[src/rtl/mem_bus_arbiter.sv]
// Two-master (CPU datapath / loader-debug host) arbiter for a single-port memory bus.
// Round-robin tie-break with optional host burst retention (host_lock).
module mem_bus_arbiter #(
  parameter int ADDR_W    = 16,
  parameter int DATA_W    = 16,
  parameter int BURST_MAX = 8
) (
  input  logic              clk,
  input  logic              rst_n,
  input  logic              cpu_req,
  input  logic              cpu_we,
  input  logic [ADDR_W-1:0] cpu_addr,
  input  logic [DATA_W-1:0] cpu_wdata,
  output logic [DATA_W-1:0] cpu_rdata,
  output logic              cpu_ack,
  output logic              cpu_stall,
  input  logic              host_req,
  input  logic              host_we,
  input  logic [ADDR_W-1:0] host_addr,
  input  logic [DATA_W-1:0] host_wdata,
  output logic [DATA_W-1:0] host_rdata,
  output logic              host_ack,
  input  logic              host_lock,
  output logic [ADDR_W-1:0] mem_addr,
  output logic [DATA_W-1:0] mem_wdata,
  output logic              mem_we,
  output logic              mem_re,
  input  logic [DATA_W-1:0] mem_rdata
);

  typedef enum logic [1:0] {IDLE, ACCESS, RESP} state_t;
  typedef enum logic {GRANT_CPU, GRANT_HOST} grant_t;

  localparam logic [7:0] BURST_LAST = 8'(BURST_MAX - 1);

  state_t     state, state_nx;
  grant_t     grant, grant_nx, last_grant;
  logic [7:0] burst_cnt;
  logic       burst_hold;
  logic       cpu_elig, host_elig;

  // State register
  always_ff @(posedge clk or negedge rst_n) begin
    if (!rst_n) begin
      state      <= IDLE;
      grant      <= GRANT_CPU;
      last_grant <= GRANT_HOST;
    end else begin
      state <= state_nx;
      grant <= grant_nx;
      if (state != ACCESS && state_nx == ACCESS)
        last_grant <= grant_nx;
    end
  end

  // Next-state and grant selection; in RESP the just-acked side is masked
  // unless it is the host holding a live burst.
  always_comb begin
    state_nx  = state;
    grant_nx  = grant;
    cpu_elig  = 1'b0;
    host_elig = 1'b0;
    case (state)
      IDLE: begin
        cpu_elig  = cpu_req;
        host_elig = host_req;
      end
      RESP: begin
        cpu_elig  = cpu_req & (grant != GRANT_CPU);
        host_elig = host_req & ((grant != GRANT_HOST) | burst_hold);
      end
      default: ;
    endcase
    case (state)
      IDLE, RESP: begin
        if (cpu_elig || host_elig) begin
          state_nx = ACCESS;
          if (host_elig && (burst_hold || !cpu_elig || last_grant == GRANT_CPU))
            grant_nx = GRANT_HOST;
          else
            grant_nx = GRANT_CPU;
        end else begin
          state_nx = IDLE;
        end
      end
      ACCESS:  state_nx = RESP;
      default: state_nx = IDLE;
    endcase
  end

  // Burst bookkeeping, evaluated once per ACCESS cycle
  always_ff @(posedge clk or negedge rst_n) begin
    if (!rst_n) begin
      burst_cnt  <= '0;
      burst_hold <= 1'b0;
    end else if (state == ACCESS) begin
      if (grant == GRANT_CPU) begin
        burst_cnt  <= '0;
        burst_hold <= 1'b0;
      end else if (host_lock && burst_cnt < BURST_LAST) begin
        burst_cnt  <= burst_cnt + 8'd1;
        burst_hold <= 1'b1;
      end else begin
        burst_hold <= 1'b0;
        if (!host_lock)
          burst_cnt <= '0;
      end
    end
  end

  // Read data capture on the ACCESS->RESP edge
  always_ff @(posedge clk or negedge rst_n) begin
    if (!rst_n) begin
      cpu_rdata  <= '0;
      host_rdata <= '0;
    end else if (state == ACCESS) begin
      if (grant == GRANT_CPU && !cpu_we)
        cpu_rdata <= mem_rdata;
      if (grant == GRANT_HOST && !host_we)
        host_rdata <= mem_rdata;
    end
  end

  // Outputs
  always_comb begin
    mem_addr  = '0;
    mem_wdata = '0;
    mem_we    = 1'b0;
    mem_re    = 1'b0;
    cpu_ack   = 1'b0;
    host_ack  = 1'b0;
    case (state)
      ACCESS: begin
        if (grant == GRANT_HOST) begin
          mem_addr  = host_addr;
          mem_wdata = host_wdata;
          mem_we    = host_we;
          mem_re    = ~host_we;
        end else begin
          mem_addr  = cpu_addr;
          mem_wdata = cpu_wdata;
          mem_we    = cpu_we;
          mem_re    = ~cpu_we;
        end
      end
      RESP: begin
        cpu_ack  = (grant == GRANT_CPU);
        host_ack = (grant == GRANT_HOST);
      end
      default: ;
    endcase
    cpu_stall = cpu_req & ~cpu_ack;
  end

endmodule

[config.mk]
export PLATFORM = sky130hd
export DESIGN_NAME = mem_bus_arbiter
export DESIGN_NICKNAME = d
export VERILOG_FILES = /design/src/rtl/mem_bus_arbiter.sv
export SDC_FILE = /design/constraint.sdc
export NUM_CORES = 1
export LEC_CHECK = 0
export ABC_AREA = 1
export CAP_MARGIN = 10
export CORE_MARGIN = 2
export CORE_UTILIZATION = 40
export DETAILED_ROUTE_END_ITERATION = 8
export PLACE_DENSITY = 0.95
export SYNTH_ARGS = -nofsm -noshare
export SYNTH_HDL_FRONTEND = slang
export SYNTH_SLANG_ARGS = --single-unit
export TNS_END_PERCENT = 10
[constraint.sdc]
create_clock -name clk -period 2.9 [get_ports clk]
set_input_delay 0.58 -clock clk [delete_from_list [all_inputs] [get_ports clk]]
set_output_delay 0.58 -clock clk [all_outputs]
set_load 0.01 [all_outputs]
; ---- Word-level counts from Yosys, hierarchy flattened
; Index checks and enable logic that the tools add are counted.
[totals]
in_bits = 87
elab_cells = 61
reg_bits = 45
[classes]
n_reduce_logical = 16
magnitude_cmp = 1
add_sub_neg = 1
muxes = 22
n_bitwise = 9
n_eq_ne = 5
[op_table]
columns = operator, n
row1 = 16-bit 2-to-1 mux, 4
row2 = 8-bit 2-to-1 mux, 3
row3 = 1-bit 2-to-1 mux, 12
row4 = 8-bit by 1-bit adder with 8-bit output (second input constant), 1
row5 = 8-bit by 3-bit less-than comparator with 1-bit output (second input constant), 1
row6 = 2-bit AND reduction, 3
row7 = 1-bit logical AND, 5
row8 = 1-bit inverter, 5
row9 = 2-bit by 1-bit equality test with 1-bit output (second input constant), 2
row10 = 1-bit one-hot mux with 2 select lines, 2
row11 = 2-bit one-hot mux with 2 select lines, 1
row12 = 1-bit AND, 3
row13 = 1-bit zero test, 3
row14 = 1-bit logical OR, 3
row15 = 3-bit by 2-bit inequality test with 1-bit output (second input constant), 1
row16 = 2-bit equality test (second input constant), 1
row17 = 2-bit zero test, 1
row18 = 2-bit by 1-bit inequality test with 1-bit output (second input constant), 1
row19 = 2-bit OR reduction, 1
row20 = 1-bit OR, 1

; ---- Longest topological paths before layout
[depth]
word_depth = 9
depth_mapped = 9
mapped_depth_nobuf = 9

; ---- Least setup slack after synthesis
; OpenSTA, ideal clock, no wires.
[synth_timing]
path_kind = register to output
startpoint = register state[1]
endpoint = output mem_addr[0]
slack_ns = 1.233
n_path_buf = 1
path_stages_with_launch = 5
arrival_time_ns = 1.087
cell_sequence = dfrtp_1 nor2_4 inv_2 buf_6 a21oi_1
[synth_via]
elab_chain_cells = 2
[synth_lines]
columns = element, line_no
row1 = start: declaration, 36  ; state_t state, state_nx;
row2 = start signal: assignment, 49  ; state <= state_nx;
row3 = 2-bit by 1-bit equality test with 1-bit output, 132  ; case (state)
row4 = 16-bit 2-to-1 mux, 132
row5 = end: declaration, 24  ; output logic [ADDR_W-1:0] mem_addr,
; Every way passes these cells.

; ---- Worst setup path after layout
[layout_timing]
startpoint = register state[1]
endpoint = output mem_wdata[6]
[layout_via]
elab_chain_cells = 2
[layout_lines]
columns = element, line_no
row1 = 2-bit by 1-bit equality test with 1-bit output, 132
row2 = 16-bit 2-to-1 mux, 132
row3 = end: declaration, 25  ; output logic [DATA_W-1:0] mem_wdata,
; Every way passes these cells.

==> results.sh <==
export IMPL_postCtsSetupBuffers=0
export IMPL_synth_seq_cells=45
export IMPL_slew_violations=0
export IMPL_worstSetupStartpointType="flip-flop"
export IMPL_end_kind="primary output"
export IMPL_tritoncts="built"
export IMPL_dieHeight_um=82.84
export IMPL_root_buffer="clkbuf_8"
export IMPL_fin_tns_setup_ps=0
export IMPL_seqCellArea_um2=1127
export IMPL_slowest_delay_ps=580
export IMPL_clock_sinks=45
export IMPL_hpwlAfterDp_um=5634
export IMPL_worstPathArrival_ps=2160
export IMPL_r2r_setup_slack_ps=1260
export IMPL_htree_levels=2
export IMPL_crit_slowest_cell="clkdlybuf4s50_1"
export IMPL_nets=545
export IMPL_crit_end="mem_wdata[6]"
export IMPL_dpl_instance_area_um2=4001
export IMPL_leakage_nw=1.878
export IMPL_initial_utilization_pct=41.74
export IMPL_synth_async_sr_flop_share_pct=100.0
export IMPL_ys_flop_type="dfrtp_1"
export IMPL_irDropWorstVdd_mv=0.5762
export IMPL_tightest_slew_ps=1029
export IMPL_clock_fmax_ghz=0.3656
export IMPL_die_x_um=82.84
export IMPL_setup_ws_ps=164.6
export IMPL_wl_per_cell_um=14.11
export IMPL_dieArea_um2=6862
export IMPL_pin_count=156
export IMPL_fillers=477
export IMPL_relSlewSlack_pct=31.38
export IMPL_area_growth_synth_to_final_pct=65.48
export IMPL_syn_area_um2=2486
export IMPL_final_area_um2=4114
export IMPL_critPathLaunch="state[1]$_DFF_PN0_"
export IMPL_io_buffers=155
export IMPL_place_ws_ps=358.8
export IMPL_grt_max_degree=46
export IMPL_syn_avg_cell_area_um2=8.046
export IMPL_final_cells=533
export IMPL_wirelength_um=7522
export IMPL_reg2reg_to="host_rdata[14]$_DFFE_PN0P_"
export IMPL_fin_crit_ps=2735
export IMPL_synthCells=309
export IMPL_dp_cells=525
export IMPL_finalCritPeriodShare_pct=94.32
export IMPL_synth_edff_count=0
export IMPL_hold_class="input pin to async pin"
export IMPL_cts_buffers=5
export IMPL_cts_resized_gates=0
export IMPL_gp_congestion=0.9063
export IMPL_antenna_found_initial=0
export IMPL_gr_total_overflow=0
export IMPL_synth_area_leaders="dfrtp_1 (44%), nand2_1 (17%), o21ai_2 (11%)"
export IMPL_drc_errors=0
export IMPL_finalSetupViolCount=0
export IMPL_syn_nets=397
export IMPL_multi_input_area_um2=1091
export IMPL_worst_ep_required_time_ps=2320
export IMPL_crit_chain="nor2_4, inv_2, a21oi_1, clkdlybuf4s50_1"
export IMPL_firstDrtPassIters=4
export IMPL_max_cap_violations=0
export IMPL_antenna_left=0
export IMPL_core_area_um2=5956
export IMPL_grt_total_usage_pct=21.76
export IMPL_synthDistinctLibCells=25
export IMPL_reg2reg_from="grant$_DFF_PN0_"
export IMPL_clock_path_buffers=2
export IMPL_p_per_area_nw_per_um2=885.0
export IMPL_synth_top_area_share_pct=44.29
export IMPL_drt_initial_drc_count=113
export IMPL_synth_largest_area_cell="dfrtp_1"
export IMPL_crit_type="flip-flop to primary output"
export IMPL_vias=2592
export IMPL_yosys_warnings=0
export IMPL_seq_area_frac_synth_pct=45.34
export IMPL_grt_pass1_vias=2533
export IMPL_path_max_fanout=33
export IMPL_timing_reg2reg_worst_path_depth=6
export IMPL_diodes=0
export IMPL_rsz0062_at_grt="false"
export IMPL_clk_latency_ps=300
export IMPL_vias_per_cell=4.863
export IMPL_cts_clk_slew_worst_paths_ps=90
export IMPL_status="finished, final reports clean"
export IMPL_grt_pass1_wl_um=12320
export IMPL_finalHoldViolCount=0
export IMPL_num_rows=28
export IMPL_clock_skew_ps=11.18
export IMPL_drive_above_1_share_pct=12.45
export IMPL_ctsHoldBuffers=0
## layout make-up
class | count | area share (%)
Clock buffer | 5 | 1.673
Clock inverter | 3 | 1.064
Inverter | 32 | 2.920
Multi-Input combinational cell | 215 | 26.52
Sequential cell | 45 | 27.40
Tap cell | 75 | 2.281
Timing Repair Buffer | 158 | 38.14
## layout by cell type (no fill, tap or decap)
| cell type | Yosys | final |
|---|---|---|
| a21oi_1 | 34 | 34 |
| a31oi_1 | 1 | 1 |
| buf_2 | 5 | 1 |
| buf_4 | 2 | 3 |
| bufinv_16 | 0 | 1 |
| clkbuf_8 | 1 | 5 |
| clkdlybuf4s50_1 | 0 | 154 |
| clkinv_2 | 0 | 1 |
| dfrtp_1 | 44 | 44 |
| dfstp_2 | 1 | 1 |
| ha_1 | 1 | 1 |
| inv_1 | 30 | 30 |
| inv_2 | 2 | 2 |
| inv_6 | 0 | 1 |
| nand2_1 | 110 | 110 |
| nand2_2 | 4 | 4 |
| nand2_4 | 2 | 2 |
| nand3_1 | 5 | 5 |
| nand4_1 | 1 | 1 |
| nor2_1 | 11 | 11 |
| nor2_2 | 1 | 1 |
| nor2_4 | 2 | 2 |
| nor3_1 | 1 | 1 |
| o21ai_0 | 8 | 8 |
| o21ai_2 | 32 | 32 |
| or2_2 | 1 | 1 |
| xor2_1 | 1 | 1 |
## kinds of logic (layout without fill, tap and decap cells)
kind of cell,count (synthesis),count (layout),synth area share (%)
flops,45,45,45.35
xor+xnor,1,1,0.3524
buf+inv,49,198,10.77
compound gates,75,75,19.98
simple gates,138,138,23.05
fa+ha+maj,1,1,0.5032
## worst min-delay path by stage
| stage | from | end | slack (ps) |
|---|---|---|---|
| final | rst_n | cpu_rdata[9]$_DFFE_PN0P_ | 440 |
| after global routing | host_rdata[0]$_DFFE_PN0P_ | host_rdata[0]$_DFFE_PN0P_ | 500 |
| after CTS | rst_n | cpu_rdata[9]$_DFFE_PN0P_ | 460 |
| after detailed placement | host_rdata[0]$_DFFE_PN0P_ | host_rdata[0]$_DFFE_PN0P_ | 470 |
| after global placement | host_rdata[15]$_DFFE_PN0P_ | host_rdata[15]$_DFFE_PN0P_ | 460 |
| after floorplan | rst_n | burst_cnt[0]$_DFFE_PN0P_ | 280 |
## stage by stage
stage                     total power, W  hold slack, ps  util (%)
after global routing            0.003894           502.5     69.08
final                           0.003641           443.8     69.08
after floorplan                 0.002178           284.4         -
after global placement          0.003117           464.4     67.18
after detailed placement        0.003187           467.5     67.18
after CTS                       0.003678           464.9     69.08
## flip-flops by register name, summed over array words and instances, names as in the netlist
signal	count
cpu_rdata	16
host_rdata	16
burst_cnt	8
state	2
burst_hold	1
grant	1
last_grant	1
## where the power goes
| group | internal [W] | switching, W | leakage (nW) |
|---|---|---|---|
| Combinational | 0.00105 | 0.00109 | 1.24 |
| Clock | 0.000258 | 0.000215 | 0.0585 |
| Sequential | 0.000877 | 0.000147 | 0.575 |
## cell usage after synthesis (2+ instances only)
cell	instances
buf_4	2
nand2_2	4
nor2_1	11
buf_6	8
nand2_1	110
inv_2	2
inv_1	30
o21ai_0	8
a21oi_1	34
nor2_4	2
nand2_4	2
dfrtp_1	44
buf_2	5
nand3_1	5
o21ai_2	32
## critical path: cells and delay by family, from the launching register on
kind,cells,cell delay (ps)
compound gates,1,270
flops,1,440
buf+inv,2,860
simple gates,1,280
## routing by layer
layer  vias to the layer above  global-route usage (%)  share of wire, %
met1                      1195                   24.97                39
met2                       122                   38.56                49
met5                         -                       0                 0
li1                       1265                       -                 -
met4                         0                   5.663               1.4
met3                        10                   7.555               9.7
(Power assumes the default switching activity.)
